### config.mk
export PLATFORM = sky130hd
export DESIGN_NAME = mc_ctrl
export DESIGN_NICKNAME = d
export VERILOG_FILES = /design/src/rtl/mc_ctrl.sv
export SDC_FILE = /design/constraint.sdc
export NUM_CORES = 1
export LEC_CHECK = 0
export CAP_MARGIN = 15
export CORE_ASPECT_RATIO = 0.7
export CORE_MARGIN = 2
export CORE_UTILIZATION = 38
export DETAILED_ROUTE_END_ITERATION = 6
export HOLD_SLACK_MARGIN = 0.03
export PLACE_DENSITY = 0.8
export SLEW_MARGIN = 25
export SYNTH_ARGS = -nofsm -noshare
export SYNTH_HDL_FRONTEND = slang
export SYNTH_SLANG_ARGS = --single-unit
### constraint.sdc
create_clock -name clk -period 2 [get_ports clk]
set_input_delay 0.2 -clock clk [delete_from_list [all_inputs] [get_ports clk]]
set_output_delay 0.2 -clock clk [all_outputs]
set_load 0.02 [all_outputs]
### src/rtl/mc_ctrl.sv
// mc_ctrl: multi-cycle control sequencer for the MIPS core.
//
// Steps each instruction through FETCH/DECODE/EXEC/MEM/WB and drives every
// enable and mux select on the shared datapath (PC, IR, register file, ALU,
// single memory port). Outputs are combinational in state and inputs; the
// write-back selects are latched on entry to WB.
//
// Optional feature: define MC_CTRL_MULDIV_EN to accept mult/div (R-type
// funct 0x18-0x1B), which stall in the MULDIV state for MULDIV_CYCLES cycles.
// Without it those functs trap and muldiv_start_o is tied to 0.
//
// Ports:
//   clk, rst_n            clock (rising edge), async active-low reset
//   op_i/funct_i/rt_i     instruction fields from the decoder
//   is_r_type_i           opcode is 0
//   use_link_reg_i        instruction writes a link register with PC+4
//   branch_taken_i        branch condition, valid in EXEC
//   mem_ack_i             memory port completes the request this cycle
//   pc_we_o, pc_src_o     PC write strobe / source (0 PC+4, 1 br, 2 jmp, 3 rs)
//   ir_we_o               IR write strobe
//   mem_req_o, mem_we_o   memory request / write
//   mem_addr_src_o        memory address (0 PC, 1 ALU)
//   reg_we_o, reg_dst_o   regfile write strobe / destination (0 rt, 1 rd, 2 r31)
//   wb_src_o              write-back source (0 ALU, 1 mem, 2 PC+4)
//   alu_src_b_o           ALU B operand (0 rt, 1 imm)
//   sign_ext_o            immediate extension mode back to the decoder
//   muldiv_start_o        one-cycle start pulse to the mult/div unit
//   exc_o                 reserved-instruction trap pulse
//   state_o               current state, debug only
module mc_ctrl #(
  parameter int unsigned MULDIV_CYCLES = 32
) (
  input  logic       clk,
  input  logic       rst_n,
  input  logic [5:0] op_i,
  input  logic [5:0] funct_i,
  input  logic [4:0] rt_i,
  input  logic       is_r_type_i,
  input  logic       use_link_reg_i,
  input  logic       branch_taken_i,
  input  logic       mem_ack_i,
  output logic       pc_we_o,
  output logic [1:0] pc_src_o,
  output logic       ir_we_o,
  output logic       mem_req_o,
  output logic       mem_we_o,
  output logic       mem_addr_src_o,
  output logic       reg_we_o,
  output logic [1:0] reg_dst_o,
  output logic [1:0] wb_src_o,
  output logic       alu_src_b_o,
  output logic       sign_ext_o,
  output logic       muldiv_start_o,
  output logic       exc_o,
  output logic [2:0] state_o
);

  typedef enum logic [2:0] {
    StIdle   = 3'd0,
    StFetch  = 3'd1,
    StDecode = 3'd2,
    StExec   = 3'd3,
    StMem    = 3'd4,
    StWb     = 3'd5,
    StMuldiv = 3'd6,
    StTrap   = 3'd7
  } state_e;

  localparam logic [5:0] MuldivLoad = 6'(MULDIV_CYCLES - 1);

  state_e     state_q, state_d;
  logic       store_q, store_d;       // MEM phase is a store
  logic [1:0] wb_dst_q, wb_dst_d;     // reg_dst captured for WB
  logic [1:0] wb_src_q, wb_src_d;     // wb_src captured for WB

  // Instruction classification
  logic dec_j, dec_jal, dec_jr, dec_jalr, dec_r_alu, dec_muldiv;
  logic dec_branch, dec_i_alu, dec_lw, dec_sw, dec_legal;

  assign dec_j     = !is_r_type_i && (op_i == 6'h02);
  assign dec_jal   = !is_r_type_i && (op_i == 6'h03);
  assign dec_jr    = is_r_type_i && (funct_i == 6'h08);
  assign dec_jalr  = is_r_type_i && (funct_i == 6'h09);
  assign dec_r_alu = is_r_type_i &&
                     (funct_i inside {6'h00, 6'h02, 6'h03, 6'h04, 6'h06, 6'h07,
                                      [6'h10:6'h13], [6'h20:6'h27], 6'h2A, 6'h2B});
  assign dec_branch = !is_r_type_i &&
                      ((op_i inside {6'h04, 6'h05}) ||
                       ((op_i == 6'h01) && (rt_i inside {5'h00, 5'h01, 5'h10, 5'h11})));
  assign dec_i_alu = !is_r_type_i && (op_i[5:3] == 3'b001);
  assign dec_lw    = !is_r_type_i && (op_i == 6'h23);
  assign dec_sw    = !is_r_type_i && (op_i == 6'h2B);

`ifdef MC_CTRL_MULDIV_EN
  assign dec_muldiv = is_r_type_i && (funct_i inside {[6'h18:6'h1B]});
`else
  assign dec_muldiv = 1'b0;
`endif

  assign dec_legal = dec_j | dec_jal | dec_jr | dec_jalr | dec_r_alu | dec_muldiv |
                     dec_branch | dec_i_alu | dec_lw | dec_sw;

`ifdef MC_CTRL_MULDIV_EN
  logic [5:0] cnt_q, cnt_d;

  always_ff @(posedge clk or negedge rst_n) begin
    if (!rst_n) begin
      cnt_q <= '0;
    end else begin
      cnt_q <= cnt_d;
    end
  end
`else
  logic unused_cfg;
  assign unused_cfg = ^MuldivLoad;
`endif

  always_ff @(posedge clk or negedge rst_n) begin
    if (!rst_n) begin
      state_q  <= StIdle;
      store_q  <= 1'b0;
      wb_dst_q <= 2'd0;
      wb_src_q <= 2'd0;
    end else begin
      state_q  <= state_d;
      store_q  <= store_d;
      wb_dst_q <= wb_dst_d;
      wb_src_q <= wb_src_d;
    end
  end

  always_comb begin
    state_d        = state_q;
    store_d        = store_q;
    wb_dst_d       = wb_dst_q;
    wb_src_d       = wb_src_q;
`ifdef MC_CTRL_MULDIV_EN
    cnt_d          = cnt_q;
`endif
    pc_we_o        = 1'b0;
    pc_src_o       = 2'd0;
    ir_we_o        = 1'b0;
    mem_req_o      = 1'b0;
    mem_we_o       = 1'b0;
    mem_addr_src_o = 1'b0;
    reg_we_o       = 1'b0;
    reg_dst_o      = 2'd0;
    wb_src_o       = 2'd0;
    alu_src_b_o    = 1'b0;
    muldiv_start_o = 1'b0;
    exc_o          = 1'b0;

    unique case (state_q)
      StIdle: state_d = StFetch;

      StFetch: begin
        mem_req_o = 1'b1;
        if (mem_ack_i) begin
          ir_we_o = 1'b1;
          pc_we_o = 1'b1;
          state_d = StDecode;
        end
      end

      StDecode: begin
        if (dec_j || dec_jal) begin
          pc_we_o  = 1'b1;
          pc_src_o = 2'd2;
          if (dec_jal) begin
            reg_we_o  = 1'b1;
            reg_dst_o = 2'd2;
            wb_src_o  = 2'd2;
          end
          state_d = StFetch;
        end else if (dec_legal) begin
          state_d = StExec;
        end else begin
          state_d = StTrap;
        end
      end

      StExec: begin
        if (dec_jr || dec_jalr) begin
          pc_we_o  = 1'b1;
          pc_src_o = 2'd3;
          if (dec_jalr) begin
            reg_we_o  = 1'b1;
            reg_dst_o = 2'd1;
            wb_src_o  = 2'd2;
          end
          state_d = StFetch;
        end else if (dec_branch) begin
          pc_we_o  = branch_taken_i;
          pc_src_o = 2'd1;
          // Link is written whether or not the branch is taken
          if (use_link_reg_i) begin
            reg_we_o  = 1'b1;
            reg_dst_o = 2'd2;
            wb_src_o  = 2'd2;
          end
          state_d = StFetch;
`ifdef MC_CTRL_MULDIV_EN
        end else if (dec_muldiv) begin
          muldiv_start_o = 1'b1;
          cnt_d          = MuldivLoad;
          state_d        = StMuldiv;
`endif
        end else if (dec_r_alu) begin
          wb_dst_d = 2'd1;
          wb_src_d = 2'd0;
          state_d  = StWb;
        end else if (dec_i_alu) begin
          alu_src_b_o = 1'b1;
          wb_dst_d    = 2'd0;
          wb_src_d    = 2'd0;
          state_d     = StWb;
        end else if (dec_lw || dec_sw) begin
          alu_src_b_o = 1'b1;
          store_d     = dec_sw;
          state_d     = StMem;
        end else begin
          // Decoder fields changed under us; treat as illegal
          state_d = StTrap;
        end
      end

      StMem: begin
        // Selects depend only on state and store_q, so they hold until ack
        mem_req_o      = 1'b1;
        mem_addr_src_o = 1'b1;
        alu_src_b_o    = 1'b1;
        mem_we_o       = store_q;
        if (mem_ack_i) begin
          if (store_q) begin
            state_d = StFetch;
          end else begin
            wb_dst_d = 2'd0;
            wb_src_d = 2'd1;
            state_d  = StWb;
          end
        end
      end

      StWb: begin
        reg_we_o  = 1'b1;
        reg_dst_o = wb_dst_q;
        wb_src_o  = wb_src_q;
        state_d   = StFetch;
      end

      StMuldiv: begin
`ifdef MC_CTRL_MULDIV_EN
        if (cnt_q == 6'd0) begin
          state_d = StFetch;
        end else begin
          cnt_d = cnt_q - 6'd1;
        end
`else
        state_d = StFetch;
`endif
      end

      StTrap: begin
        exc_o   = 1'b1;
        state_d = StFetch;
      end

      default: state_d = StIdle;
    endcase
  end

  assign sign_ext_o = (state_q != StIdle) && !(op_i inside {[6'h0C:6'h0E]});
  assign state_o    = state_q;

endmodule
# Yosys cells after proc, flatten, opt, wreduce, memory -nomap -nowiden

Cells that the tools add are included.

$lt $le $gt $ge: 6
Equality and inequality tests: 33
Muxes and demuxes: 61
Bitwise logic cells: 12
Reductions and logical operators: 33

Operators by type and width:

| operator                                                           | number |
|---|---|
| two-way mux 2 bit                                                  | 23 |
| equality test 6 x 3 -> 1 bit (second input constant)               | 5 |
| equality test 6 x 2 -> 1 bit (second input constant)               | 4 |
| equality test 6 bit (second input constant)                        | 4 |
| two-way mux 1 bit                                                  | 22 |
| two-way mux 3 bit                                                  | 7 |
| one-hot mux 3 bit (5 select lines)                                 | 1 |
| logical AND 1 bit                                                  | 14 |
| equality test 3 bit (second input constant)                        | 4 |
| equality test 6 x 4 -> 1 bit (second input constant)               | 2 |
| one-hot mux 2 bit (2 select lines)                                 | 3 |
| one-hot mux 2 bit (3 select lines)                                 | 2 |
| AND reduction 6 bit                                                | 2 |
| equality test 5 bit (second input constant)                        | 2 |
| != test 2 bit (second input constant)                              | 5 |
| nonzero test 10 bit                                                | 1 |
| OR 1 bit                                                           | 8 |
| equality test 3 x 1 -> 1 bit (second input constant)               | 2 |
| equality test 3 x 2 -> 1 bit (second input constant)               | 2 |
| equality test 6 x 1 -> 1 bit (second input constant)               | 1 |
| greater-or-equal comparator 6 x 4 -> 1 bit (second input constant) | 1 |
| greater-or-equal comparator 6 x 5 -> 1 bit (second input constant) | 1 |
| greater-or-equal comparator 6 bit (second input constant)          | 1 |
| less-or-equal comparator 6 x 4 -> 1 bit (second input constant)    | 1 |
| other kinds (18)                                                   | 27 |

Register bits: 8
Bits of input ports: 23
Output and inout port bits: 19

# Longest topological paths before layout

Depth after elaboration: 13
Mapped depth: 6
Mapped depth without buffers: 5

# Worst setup path before layout

No wires, ideal clock.

Kind: register to output
From: register state_q[2] (netlist: state_o[2])
To: output alu_src_b_o
Arrival time: 1.718 ns
Data required time: 1.800 ns
Setup slack: 0.082 ns
Cell stages (with the launch flop): 5
Cell sequence: dfrtp_1 -> nand3b_1 -> a211oi_1 -> nor2_1 -> o31ai_1

Word-level cells in the longest chain between the ends: 2
Elaborated cells between the ends (all ways): 3
Classes of those cells: 2 x eq/ne; 1 x mux

Ends and longest elaborated chain:

| item                                                                | line | RTL |
|---|---|---|
| start, declared                                                     | 71   | `state_e state_q, state_d;` |
| start signal, assigned                                              | 120  | `state_q <= StIdle;` |
| start signal, assigned                                              | 125  | `state_q <= state_d;` |
| equality test 3 bit or equality test 3 x 2 -> 1 bit (tied branches) | 153  | `unique case (state_q)` |
| one-hot mux 1 bit (2 select lines) *                                | 153  |  |
| end, declared                                                       | 51   | `output logic alu_src_b_o,` |

Every way passes the cells marked *; elsewhere a longest branch is shown, timed or not.

# Worst setup path after layout

Same ends and word-level chain as after synthesis.

==> out/results.ini <==
[outcome]
run_status=complete, no violations

[placed_design]
dp_hpwl_um=2097
place.gp.congestion=0.8793
numPortBuffers=38

[detailed_routing]
ant_nets=0
vias_per_cell=5.890
drt-total-wl_um=3019
num_vias=1066
firstDrtPassIters=5
routedWlPerCell_um=16.68
drcViolationCount=0
drt_iter0_markers=87

[sta]
fin_skew_ns=0.005337
period_needed_ns=1.986
fin_tns_setup_ns=0
max_freq_ghz=0.5034
fin_crit_sh=0.9932
slew_violations=0
hold_ws_ns=0.1918
rsz0062_at_grt=true
setup_viol=0
finalHoldViolCount=0

[setup_path]
end_kind=output port
crit_required_ns=1.80
reg2reg_depth=6
critPathArrivalTime_ns=1.79
worstReg2RegStart=state_o[2]$_DFFE_PN0P_
path_max_fanout=4
r2r_setup_slack_ns=0.19
crit_slowest_cell=dfrtp_1
worstPathCellList=nand3b_1, buf_4, a211oi_4, nor2_2, o31ai_1, buf_2
r2r_end=wb_dst_q[0]$_DFFE_PN0P_
critPathKind=reg -> out
slowest_delay_ns=0.36
crit_path_start_kind=register

[grt]
grt_max_degree=12
grt_pass1_vias=974
overflow=0
antenna_found_initial=0
grt_pass1_wl_um=4623
grt_use_total=0.2701

[clock_tree]
root_buffer=clkbuf_4
cts_max_path_buffers=2
clk_pin_slew_ns=0.05
htree_levels=1
clk_latency_ns=0.25
postCtsHoldBufs=0
cts_sinks=6
cts_made_buffers=3
cts_tree=done

[final_layout]
nets=184
num_antenna_cells=0
syn_to_final_growth_pct=90.49
layout_commonest_cell=buf_4
fillers=145
layout-drive-gt1-share=0.3774
fin_util=0.7638
mostFrequentLayoutCells=30 x buf_4, 13 x clkdlybuf4s50_1, 12 x dlygate4sd2_1, 9 x nor2_1, 7 x inv_1

[synth]
synth-simple-area-share=0.3565
synth_compound_area_frac=0.3158
synthFlopType=dfrtp_1
synthAdderAreaFrac=0
syn_inst=94
synth_edf_count=0
seq_area_frac_synth=0.2037
synthesis.nets=117
synth_area_um2=737.0
synth.area.mux_share=0.02886
synth_xor_area_frac=0.01188
synth_cell_types=47
async_flop_share=1.000
ys_ff_latch=6
ys.warnings.count=0
synth_top_family_by_area=simple AND/OR/NAND/NOR gates
syn_avg_cell_area_um2=7.840

[die]
dieArea_um2=2313
rows=13
die-height_um=40.85
io-pin-count=42
core_um2=1838
dieWidth_um=56.64
initial_core_util=0.4010

[pwr]
leakage_nw=0.6592
irDropWorstVdd_mv=0.6922
powerDensity_nw_per_um2=918.9

[flow_run]
cap_violations=0

[min_path]
hp-class=in -> async

==> cell usage after synthesis, types with 2 or more instances <==
master	count	area, um2
nand4_1	2	12.51
o211ai_1	4	30.03
a211oi_1	2	15.01
clkbuf_1	2	7.510
dfrtp_1	6	150.1
nor3b_1	2	15.01
inv_1	7	26.28
nor2b_1	3	18.77
nand2_1	6	22.52
a31oi_1	2	12.51
nor4b_1	2	17.52
o31ai_1	2	15.01
and2_1	4	25.02
nor2_1	10	37.54
a211o_2	2	20.02
a21oi_1	4	20.02
nand3_1	2	10.01
nand3b_1	3	22.52
==> report_power, final <==
part	internal (mW)	switching, mW
combinational	0.461	0.510
clock	0.0682	0.0487
sequential	0.172	0.0299
total	0.701	0.589
==> stage by stage <==
| stage | power, mW | area [um2] | setup WS [ns] | std cells |
|---|---|---|---|---|
| final | 1.290 | 1404 | 0.01366 | 181 |
| after CTS | 1.256 | 1390 | 0.006253 | 181 |
| after global routing | 1.372 | 1404 | -0.07090 | 181 |
| after detailed placement | 1.078 | 1309 | -0.6918 | 175 |
| after global placement | 1.064 | 1309 | -0.6694 | 175 |
| after floorplan | 0.6672 | 737.0 | 0.08163 | 94 |
==> worst max-delay path by stage <==
stage,from,end
after floorplan,state_o[2]$_DFFE_PN0P_,alu_src_b_o
after global placement,is_r_type_i,reg_we_o
after detailed placement,is_r_type_i,reg_dst_o[1]
after CTS,is_r_type_i,reg_dst_o[0]
after global routing,state_o[2]$_DFFE_PN0P_,reg_we_o
final,state_o[2]$_DFFE_PN0P_,alu_src_b_o
==> state kept, by name, indices dropped and copies added, names as in the netlist <==
register	count
wb_dst_q	1
state_o	3
wb_src_q	1
store_q	1
==> metal layers <==
metal,GRT usage,vias up,share of wire
met4,0.04167,0,0.013
li1,-,493,-
met3,0.08202,9,0.10
met1,0.3451,491,0.43
met5,0,-,0
met2,0.4709,73,0.45
==> cells by family after synthesis <==
family	Yosys count
flip-flops	6
AO/OA/AOI/OAI	28
multiplexers	2
other	1
AND/OR/NAND/NOR	44
XOR/XNOR	1
buffers and inverters	12
==> critical path, delay by kind of cell (launching register included) <==
family | cells | cell delay [ns]
buffers and inverters | 2 | 0.42
AO/OA/AOI/OAI | 2 | 0.41
AND/OR/NAND/NOR | 2 | 0.34
flip-flops | 1 | 0.36
==> area by class of cell <==
| type | instances | area [um2] | share of cell area |
|---|---|---|---|
| clock buffer | 3 | 22.52 | 0.01604 |
| inverter | 7 | 26.28 | 0.01872 |
| multi-input combinational | 76 | 605.6 | 0.4314 |
| sequential | 6 | 150.1 | 0.1070 |
| tap | 22 | 27.53 | 0.01961 |
| timing repair buffer | 67 | 571.8 | 0.4073 |
==> what timing repair did <==
| action | 4_1_cts | 5_1_grt |
|---|---|---|
| setup buffers | 3 | 0 |
| endpoints found under the setup margin | 12 | 10 |
| resized for setup | 66 | 12 |
| pin swaps | 12 | 5 |
(Power assumes the default switching activity.)
